`src/rtl/fifo_row_gather.sv`:
```
// fifo_row_gather: drains a valid/yumi FIFO head and packs els_p consecutive
// words into one row (word 0 in the low slot), offered with ready/valid.
// One word per cycle is sustained, including across row boundaries.
// Optional feature: define ROW_GATHER_FLUSH_EN to let flush_i close a partial
// row early (unfilled upper slots read as zero). Without it flush_i is ignored.
module fifo_row_gather #(
    parameter int width_p = 8,
    parameter int els_p   = 4
) (
    input  logic                       clk_i,
    input  logic                       reset_i,
    input  logic                       valid_i,
    input  logic [width_p-1:0]         data_i,
    output logic                       yumi_o,
    input  logic                       flush_i,
    output logic                       valid_o,
    output logic [els_p*width_p-1:0]   data_o,
    input  logic                       ready_i
);

    localparam int cnt_w_lp = (els_p > 1) ? $clog2(els_p) : 1;
    localparam logic [cnt_w_lp-1:0] last_lp = cnt_w_lp'(els_p - 1);

    typedef enum logic {FILL, FULL} state_e;

    state_e                     state_r, state_n;
    logic [cnt_w_lp-1:0]        cnt_r, cnt_n;
    logic [els_p*width_p-1:0]   row_r, row_n;

`ifdef ROW_GATHER_FLUSH_EN
    logic [cnt_w_lp:0]          fill_end;
`else
    logic                       unused_flush;
    assign unused_flush = flush_i;
`endif

    // Pop the FIFO whenever a word is present and there is room for it:
    // always while collecting, or while full only if the row leaves this cycle.
    assign yumi_o  = valid_i & ~reset_i & ((state_r == FILL) | ready_i);
    assign valid_o = (state_r == FULL);
    assign data_o  = row_r;

    // Next-state, slot counter and row contents.
    always_comb begin
        state_n = state_r;
        cnt_n   = cnt_r;
        row_n   = row_r;
`ifdef ROW_GATHER_FLUSH_EN
        fill_end = '0;
`endif

        // cnt_r is always 0 in FULL, so an accepted word always lands in slot cnt_r.
        if (yumi_o) begin
            row_n[cnt_r*width_p +: width_p] = data_i;
        end

        if (state_r == FILL) begin
            if (yumi_o) begin
                if (cnt_r == last_lp) begin
                    cnt_n   = '0;
                    state_n = FULL;
                end else begin
                    cnt_n = cnt_r + 1'b1;
                end
            end
`ifdef ROW_GATHER_FLUSH_EN
            // A completing word already closes the row; otherwise close it
            // early as long as it would hold at least one word.
            fill_end = {1'b0, cnt_r} + (cnt_w_lp + 1)'(yumi_o);
            if (flush_i && (cnt_r != '0 || yumi_o) && !(yumi_o && cnt_r == last_lp)) begin
                for (int unsigned k = 0; k < els_p; k++) begin
                    if (k >= 32'(fill_end)) begin
                        row_n[k*width_p +: width_p] = '0;
                    end
                end
                cnt_n   = '0;
                state_n = FULL;
            end
`endif
        end else if (ready_i) begin
            // Row handed off; a word taken in the same cycle starts the next row.
            if (yumi_o) begin
                if (els_p == 1) begin
                    cnt_n   = '0;
                    state_n = FULL;
                end else begin
                    cnt_n   = cnt_w_lp'(1);
                    state_n = FILL;
                end
            end else begin
                state_n = FILL;
            end
        end
    end

    // State, counter and row registers with asynchronous reset.
    always_ff @(posedge clk_i or posedge reset_i) begin
        if (reset_i) begin
            state_r <= FILL;
            cnt_r   <= '0;
            row_r   <= '0;
        end else begin
            state_r <= state_n;
            cnt_r   <= cnt_n;
            row_r   <= row_n;
        end
    end

endmodule

```
`config.mk`:
```
export PLATFORM = sky130hd
export DESIGN_NAME = fifo_row_gather
export DESIGN_NICKNAME = d
export VERILOG_FILES = /design/src/rtl/fifo_row_gather.sv
export SDC_FILE = /design/constraint.sdc
export NUM_CORES = 1
export LEC_CHECK = 0
export BUFFER_PORTS_ARGS = -buffer_cell sky130_fd_sc_hd__buf_4
export CAP_MARGIN = 20
export CORE_MARGIN = 4
export CORE_UTILIZATION = 30
export CTS_BUF_LIST = sky130_fd_sc_hd__clkbuf_8
export DETAILED_ROUTE_END_ITERATION = 6
export PLACE_DENSITY_LB_ADDON = 0.15
export RECOVER_POWER = 25
export SLEW_MARGIN = 30
export SYNTH_ARGS = -nofsm -noshare
export SYNTH_HDL_FRONTEND = slang
export SYNTH_SLANG_ARGS = --single-unit
export TNS_END_PERCENT = 100
```
`constraint.sdc`:
```
create_clock -name clk_i -period 4.96 [get_ports clk_i]
set_clock_uncertainty 0.15 [all_clocks]
set_input_delay 0.992 -clock clk_i [delete_from_list [all_inputs] [get_ports clk_i]]
set_output_delay 0.992 -clock clk_i [all_outputs]
set_load 0.1 [all_outputs]
```
==> run summary, run 1 <==
Run status: complete, but fails checks
Failing checks: capacitance limit, slew limit
Hold Startpoint: data_o[12]$_DFFE_PP0P_
# IOs: 47
Clock latency on the worst-skew pair: 0.28 ns
Final Hold Vio Count: 0
Worst path top cell family by delay: simple AND/OR/NAND/NOR gates
Die Span X: 83.8 um
GRT Residual Overflow: 0
CP endpoint kind: output pin
Sum of negative setup slack: 0 ns
Hold WS: 0.369 ns
Design area: 2270 um2
Min-Delay Path Depth: 2
CTS H-tree lvls: 2
Critical Path Fanout Max: 7
Final Max Tran Viols: 36
Post-Syn Area: 1730 um2
Crit-path slowest cell: or2_2
Largest net degree at the start of global routing: 36
Max clock buf depth: 2
Final setup violation count: 0
Drt wl/cell: 13.6 um
RSZ-0062 raised after global routing: false
Synth Instances: 162
Routed vias: 1196
Detailed Place HPWL: 2750 um
First-pass GRT wire length: 6310 um
Die H: 83.8 um
Area grow syn2layout: 31.3%
Worst Reg-to-Reg Cells: 5
Relative slew slack: -0.294
Required @ worst endpoint: 3.82 ns
Syn Nets: 181
Cts hold-fix bufs: 0
Reg2reg end: data_o[30]$_DFFE_PP0P_
YS warnings: 0
CP startpoint kind: input port
Worst-margin pin slew: 1.94 ns
Nets: 232
Clock buffer count from CTS: 5
Vias per inst: 4.18
Initial antenna violation count: 0
Die area: 7030 um2
Worst reg2reg path startpoint: cnt_r[0]$_DFFE_PP0P_
R2R Setup Slk: 2.81 ns
HP Class: flop to flop
GP Congestion: 0.664
Post-CTS setup buffers: 0
Placeable Area: 5540 um2
Site Rows: 27
Crit path DAT: 1.91 ns
Gr usage total: 0.116
Max stage delay on crit path: 0.30 ns
Fmax: 0.328 GHz
Cells along the critical path: clkbuf_4, nand2b_4, or2_2, inv_1, buf_4
Root Driver: clkbuf_8
DR iter-0 viols: 61
Starting density of the core: 0.311
Post-synthesis cell type count: 19
Sequential area share after synthesis: 0.508
Post-CTS Resized: 0
Fillers: 563
Drt drc: 0
Antenna diode count: 0
CTS tree: done
Fin crit share: 0.614
IO Port Bufs: 45
Antenna Nets Post-Route: 0
Number of global-route vias before repair: 1197
Crit Path Category: input port to output pin
Number of synthesized register bits: 35
Cell Area, Placed: 2150 um2
WL final: 3880 um
Post-Syn Area per Cell: 10.7 um2
First drt pass iteration count: 4
Max-cap viol count: 1
Min-Delay Endpoint: data_o[12]$_DFFE_PP0P_
Clock transition at path regs: 0.07 ns
Clk sinks: 35
Final min period: 3.05 ns
Share of layout cells above drive strength 1: 0.294
Number of buffers and inverters on the critical path: 3
-- worst max path at each step --
| stage | start | to | slack (ns) | cells after the start |
|---|---|---|---|---|
| 2_1_floorplan | reset_i | yumi_o | 1.80 | 3 |
| 3_3_place_gp | reset_i | yumi_o | 1.91 | 5 |
| 3_5_place_dp | reset_i | yumi_o | 1.91 | 5 |
| 4_1_cts | reset_i | yumi_o | 1.91 | 5 |
| 5_1_grt | reset_i | data_o[25]$_DFFE_PP0P_ | 1.85 | 3 |
| 6_report | reset_i | yumi_o | 1.91 | 5 |
-- per-stage QoR --
stage                     setup slack [ns]  instances  utilization
after global routing                  1.85        286        0.409
after floorplan                       1.80        162            -
after CTS                             1.91        286        0.410
after detailed placement              1.91        278        0.388
after global placement                1.91        278        0.388
final                                 1.91        286        0.409
-- placed cells by master, fill, tap and decap left out --
cell type,n
nand2_1,32
nor2_1,1
or2_2,1
nor4b_4,2
nor3b_2,1
buf_4,47
nor3b_1,3
bufinv_16,1
dfrtp_1,35
inv_1,36
nand2b_4,1
and4bb_2,1
ha_1,6
a22o_1,1
a21o_1,1
o21ai_0,2
clkbuf_8,6
clkbuf_1,1
mux2i_1,32
nor2b_4,1
or3b_1,1
clkinv_2,1
clkbuf_4,1
-- kinds of logic after synthesis --
family	share of synthesized area
AND/OR/NAND/NOR	0.152
flip-flops	0.508
adder cells (fa/ha/maj)	0.0435
AO/OA/AOI/OAI	0.0152
buffers and inverters	0.0964
multiplexers	0.186
-- metal layers --
layer | track usage | routed length, um | up-vias | part of all wire
met5 | 0 | 0 | - | 0
met4 | 0.0351 | 52 | 0 | 0.013
met3 | 0.0424 | 222 | 5 | 0.057
met2 | 0.161 | 1610 | 34 | 0.42
met1 | 0.168 | 1990 | 557 | 0.51
li1 | - | - | 600 | -
-- flip-flops by register name, indices dropped and copies added (netlist names) --
signal	count
data_o	32
cnt_r	2
valid_o	1
-- area by class of cell --
class	count	area, um2	share of cell area
clock buffer	6	82.6	0.0364
sequential	35	876	0.387
inverter	36	135	0.0596
tap	72	90.1	0.0398
timing repair buffer	49	364	0.161
clock inverter	2	35.0	0.0155
multi-input combinational	86	683	0.301
-- worst reg2reg max path: stages, from the launching register on --
cell     delay, ns
dfrtp_1       0.59
inv_1         0.15
ha_1          0.41
nor4b_4       0.52
nand2_1       0.12
mux2i_1       0.14
-- synth_stat cells --
cell type	n	area, um2
inv_1	36	135
dfrtp_1	35	876
mux2i_1	32	320
nand2_1	32	120
ha_1	6	75.1
buf_2	4	20.0
nor3b_1	3	22.5
nor4b_4	2	47.6
o21ai_0	2	10.0
a21o_1	1	7.51
a22o_1	1	8.76
and4bb_2	1	12.5
buf_6	1	11.3
nand2b_4	1	13.8
nor2_1	1	3.75
nor2b_4	1	13.8
nor3b_2	1	12.5
or2_2	1	6.26
or3b_1	1	8.76
Power of run 1 is left out: the tool's default activity adds up to more than one toggle a clock period on the data nets, which glitch-free logic cannot reach.
==> run 2: changes to the inputs <==
==> constraint.sdc (replaced) <==
create_clock -name clk_i -period 2.7 [get_ports clk_i]
set_clock_uncertainty 0.15 [all_clocks]
set_input_delay 0.54 -clock clk_i [delete_from_list [all_inputs] [get_ports clk_i]]
set_output_delay 0.54 -clock clk_i [all_outputs]
set_load 0.1 [all_outputs]
==> run summary, run 2 (synthesis results as in run 1) <==
Drt wl/cell: 13.9 um (was 13.6 um)
First drt pass iteration count: 4 (unchanged)
Worst-margin pin slew: 0.883 ns (was 1.94 ns)
Required @ worst endpoint: 2.01 ns (was 3.82 ns)
Fin crit share: 0.809
Antenna diode count: 0 (unchanged)
Die area: 7030 um2 (unchanged)
Final setup violation count: 0 (unchanged)
Root Driver: clkbuf_8 (unchanged)
Crit Path Category: flop to output pin (was input port to output pin)
Crit path DAT: 1.50 ns (was 1.91 ns)
Cells along the critical path: nor2b_4, or2_2, inv_1, buf_4 (was clkbuf_4, nand2b_4, or2_2, inv_1, buf_4)
Starting density of the core: 0.311 (unchanged)
HP Class: flop to flop (unchanged)
RSZ-0062 raised after global routing: false (unchanged)
DR iter-0 viols: 34 (was 61)
Final Max Tran Viols: 0 (was 36)
Cell Area, Placed: 2150 um2 (unchanged)
Die H: 83.8 um (unchanged)
Reg2reg end: data_o[21]$_DFFE_PP0P_ (was data_o[30]$_DFFE_PP0P_)
Gr usage total: 0.119 (was 0.116)
WL final: 3970 um (was 3880 um)
Routed vias: 1196 (unchanged)
Initial antenna violation count: 0 (unchanged)
Min-Delay Path Depth: 2 (unchanged)
Drt drc: 0 (unchanged)
Relative slew slack: 0.412 (was -0.294)
Most frequent cells in the layout: buf_4, inv_1, dfrtp_1, nand2_1, mux2i_1 (unchanged)
CP startpoint kind: flop (was input port)
Number of buffers and inverters on the critical path: 2 (was 3)
Max reg flops: 32 (unchanged)
R2R Setup Slk: 0.54 ns (was 2.81 ns)
Clk sinks: 35 (unchanged)
Worst path top cell family by delay: simple AND/OR/NAND/NOR gates (unchanged)
Final Hold Vio Count: 0 (unchanged)
Run status: finished clean (was complete, but fails checks)
Most common cell after layout, fill and taps aside: buf_4 (unchanged)
Clock latency on the worst-skew pair: 0.28 ns (about the same)
Share of layout cells above drive strength 1: 0.294 (unchanged)
Clock buffer count from CTS: 5 (unchanged)
Clock transition at path regs: 0.07 ns (about the same)
Number of global-route vias before repair: 1205 (was 1197)
Sum of negative setup slack: 0 ns (unchanged)
IO Port Bufs: 45 (unchanged)
Design area: 2250 um2 (was 2270 um2)
Max-cap viol count: 0 (was 1)
Largest net degree at the start of global routing: 36 (unchanged)
Critical Path Fanout Max: 6 (was 7)
Crit-path slowest cell: dfrtp_1 (was or2_2)
Hold Startpoint: data_o[12]$_DFFE_PP0P_ (unchanged)
Cts hold-fix bufs: 0 (unchanged)
Min-Delay Endpoint: data_o[12]$_DFFE_PP0P_ (unchanged)
Die Span X: 83.8 um (unchanged)
Final Util: 0.406 (was 0.409)
Worst reg2reg path startpoint: cnt_r[0]$_DFFE_PP0P_ (unchanged)
CP endpoint kind: output pin (unchanged)
Nets: 232 (unchanged)
CTS H-tree lvls: 2 (unchanged)
GRT Residual Overflow: 0 (unchanged)
Final min period: 2.19 ns
First-pass GRT wire length: 6440 um (was 6310 um)
Site Rows: 27 (unchanged)
Fmax: 0.458 GHz
CTS tree: done (unchanged)
Worst Reg-to-Reg Cells: 5 (unchanged)
Detailed Place HPWL: 2790 um (was 2750 um)
Max clock buf depth: 2 (unchanged)
Area grow syn2layout: 30.4% (was 31.3%)
Post-CTS setup buffers: 0 (unchanged)
Placeable Area: 5540 um2 (unchanged)
Vias per inst: 4.18 (unchanged)
Max stage delay on crit path: 0.40 ns (was 0.30 ns)
# IOs: 47 (unchanged)
GP Congestion: 0.726 (was 0.664)
Antenna Nets Post-Route: 0 (unchanged)
Post-CTS Resized: 0 (unchanged)
## run 2: how the worst max path moves through the flow
stage,endpoint,cells after the start,slack (ns),startpoint
floorplan,yumi_o,3,0.08,valid_o$_DFF_PP0_
global placement,yumi_o,5,0.55,reset_i
detailed placement,data_o[23]$_DFFE_PP0P_,5,0.54,cnt_r[0]$_DFFE_PP0P_
CTS,yumi_o,4,0.50,valid_o$_DFF_PP0_
global route,data_o[21]$_DFFE_PP0P_,5,0.37,cnt_r[0]$_DFFE_PP0P_
finish,yumi_o,4,0.51,valid_o$_DFF_PP0_
## run 2: tightest hold or removal path, cell delays in order, from the launching register on
cell and delay (ns):
dfrtp_1 0.38, inv_1 0.05, mux2i_1 0.06
## run 2: through the flow
stage | hold slack, ns | setup slack, ns | std cells
6_report | 0.372 | 0.515 | 286
3_5_place_dp | 0.361 | 0.541 | 278
2_1_floorplan | 0.401 | 0.0799 | 162
3_3_place_gp | 0.359 | 0.550 | 278
5_1_grt | 0.373 | 0.367 | 286
4_1_cts | 0.228 | 0.499 | 286
## run 2: layer usage
metal | track usage | vias to the layer above | wire length (um)
li1 | - | 600 | -
met1 | 0.168 | 554 | 2020
met2 | 0.168 | 35 | 1650
met3 | 0.0385 | 7 | 234
met4 | 0.0439 | 0 | 61
met5 | 0 | - | 0
## run 2: area by class of cell
| type | instances | area, um2 |
|---|---|---|
| multi-input cells | 86 | 683 |
| clock inverters | 1 | 3.75 |
| flip-flops and latches | 35 | 876 |
| repair buffers | 49 | 365 |
| fillers | 596 | 3290 |
| clock buffers | 7 | 96.3 |
| inverters | 36 | 135 |
| well taps | 72 | 90.1 |
Power of run 2 is left out for the same reason.
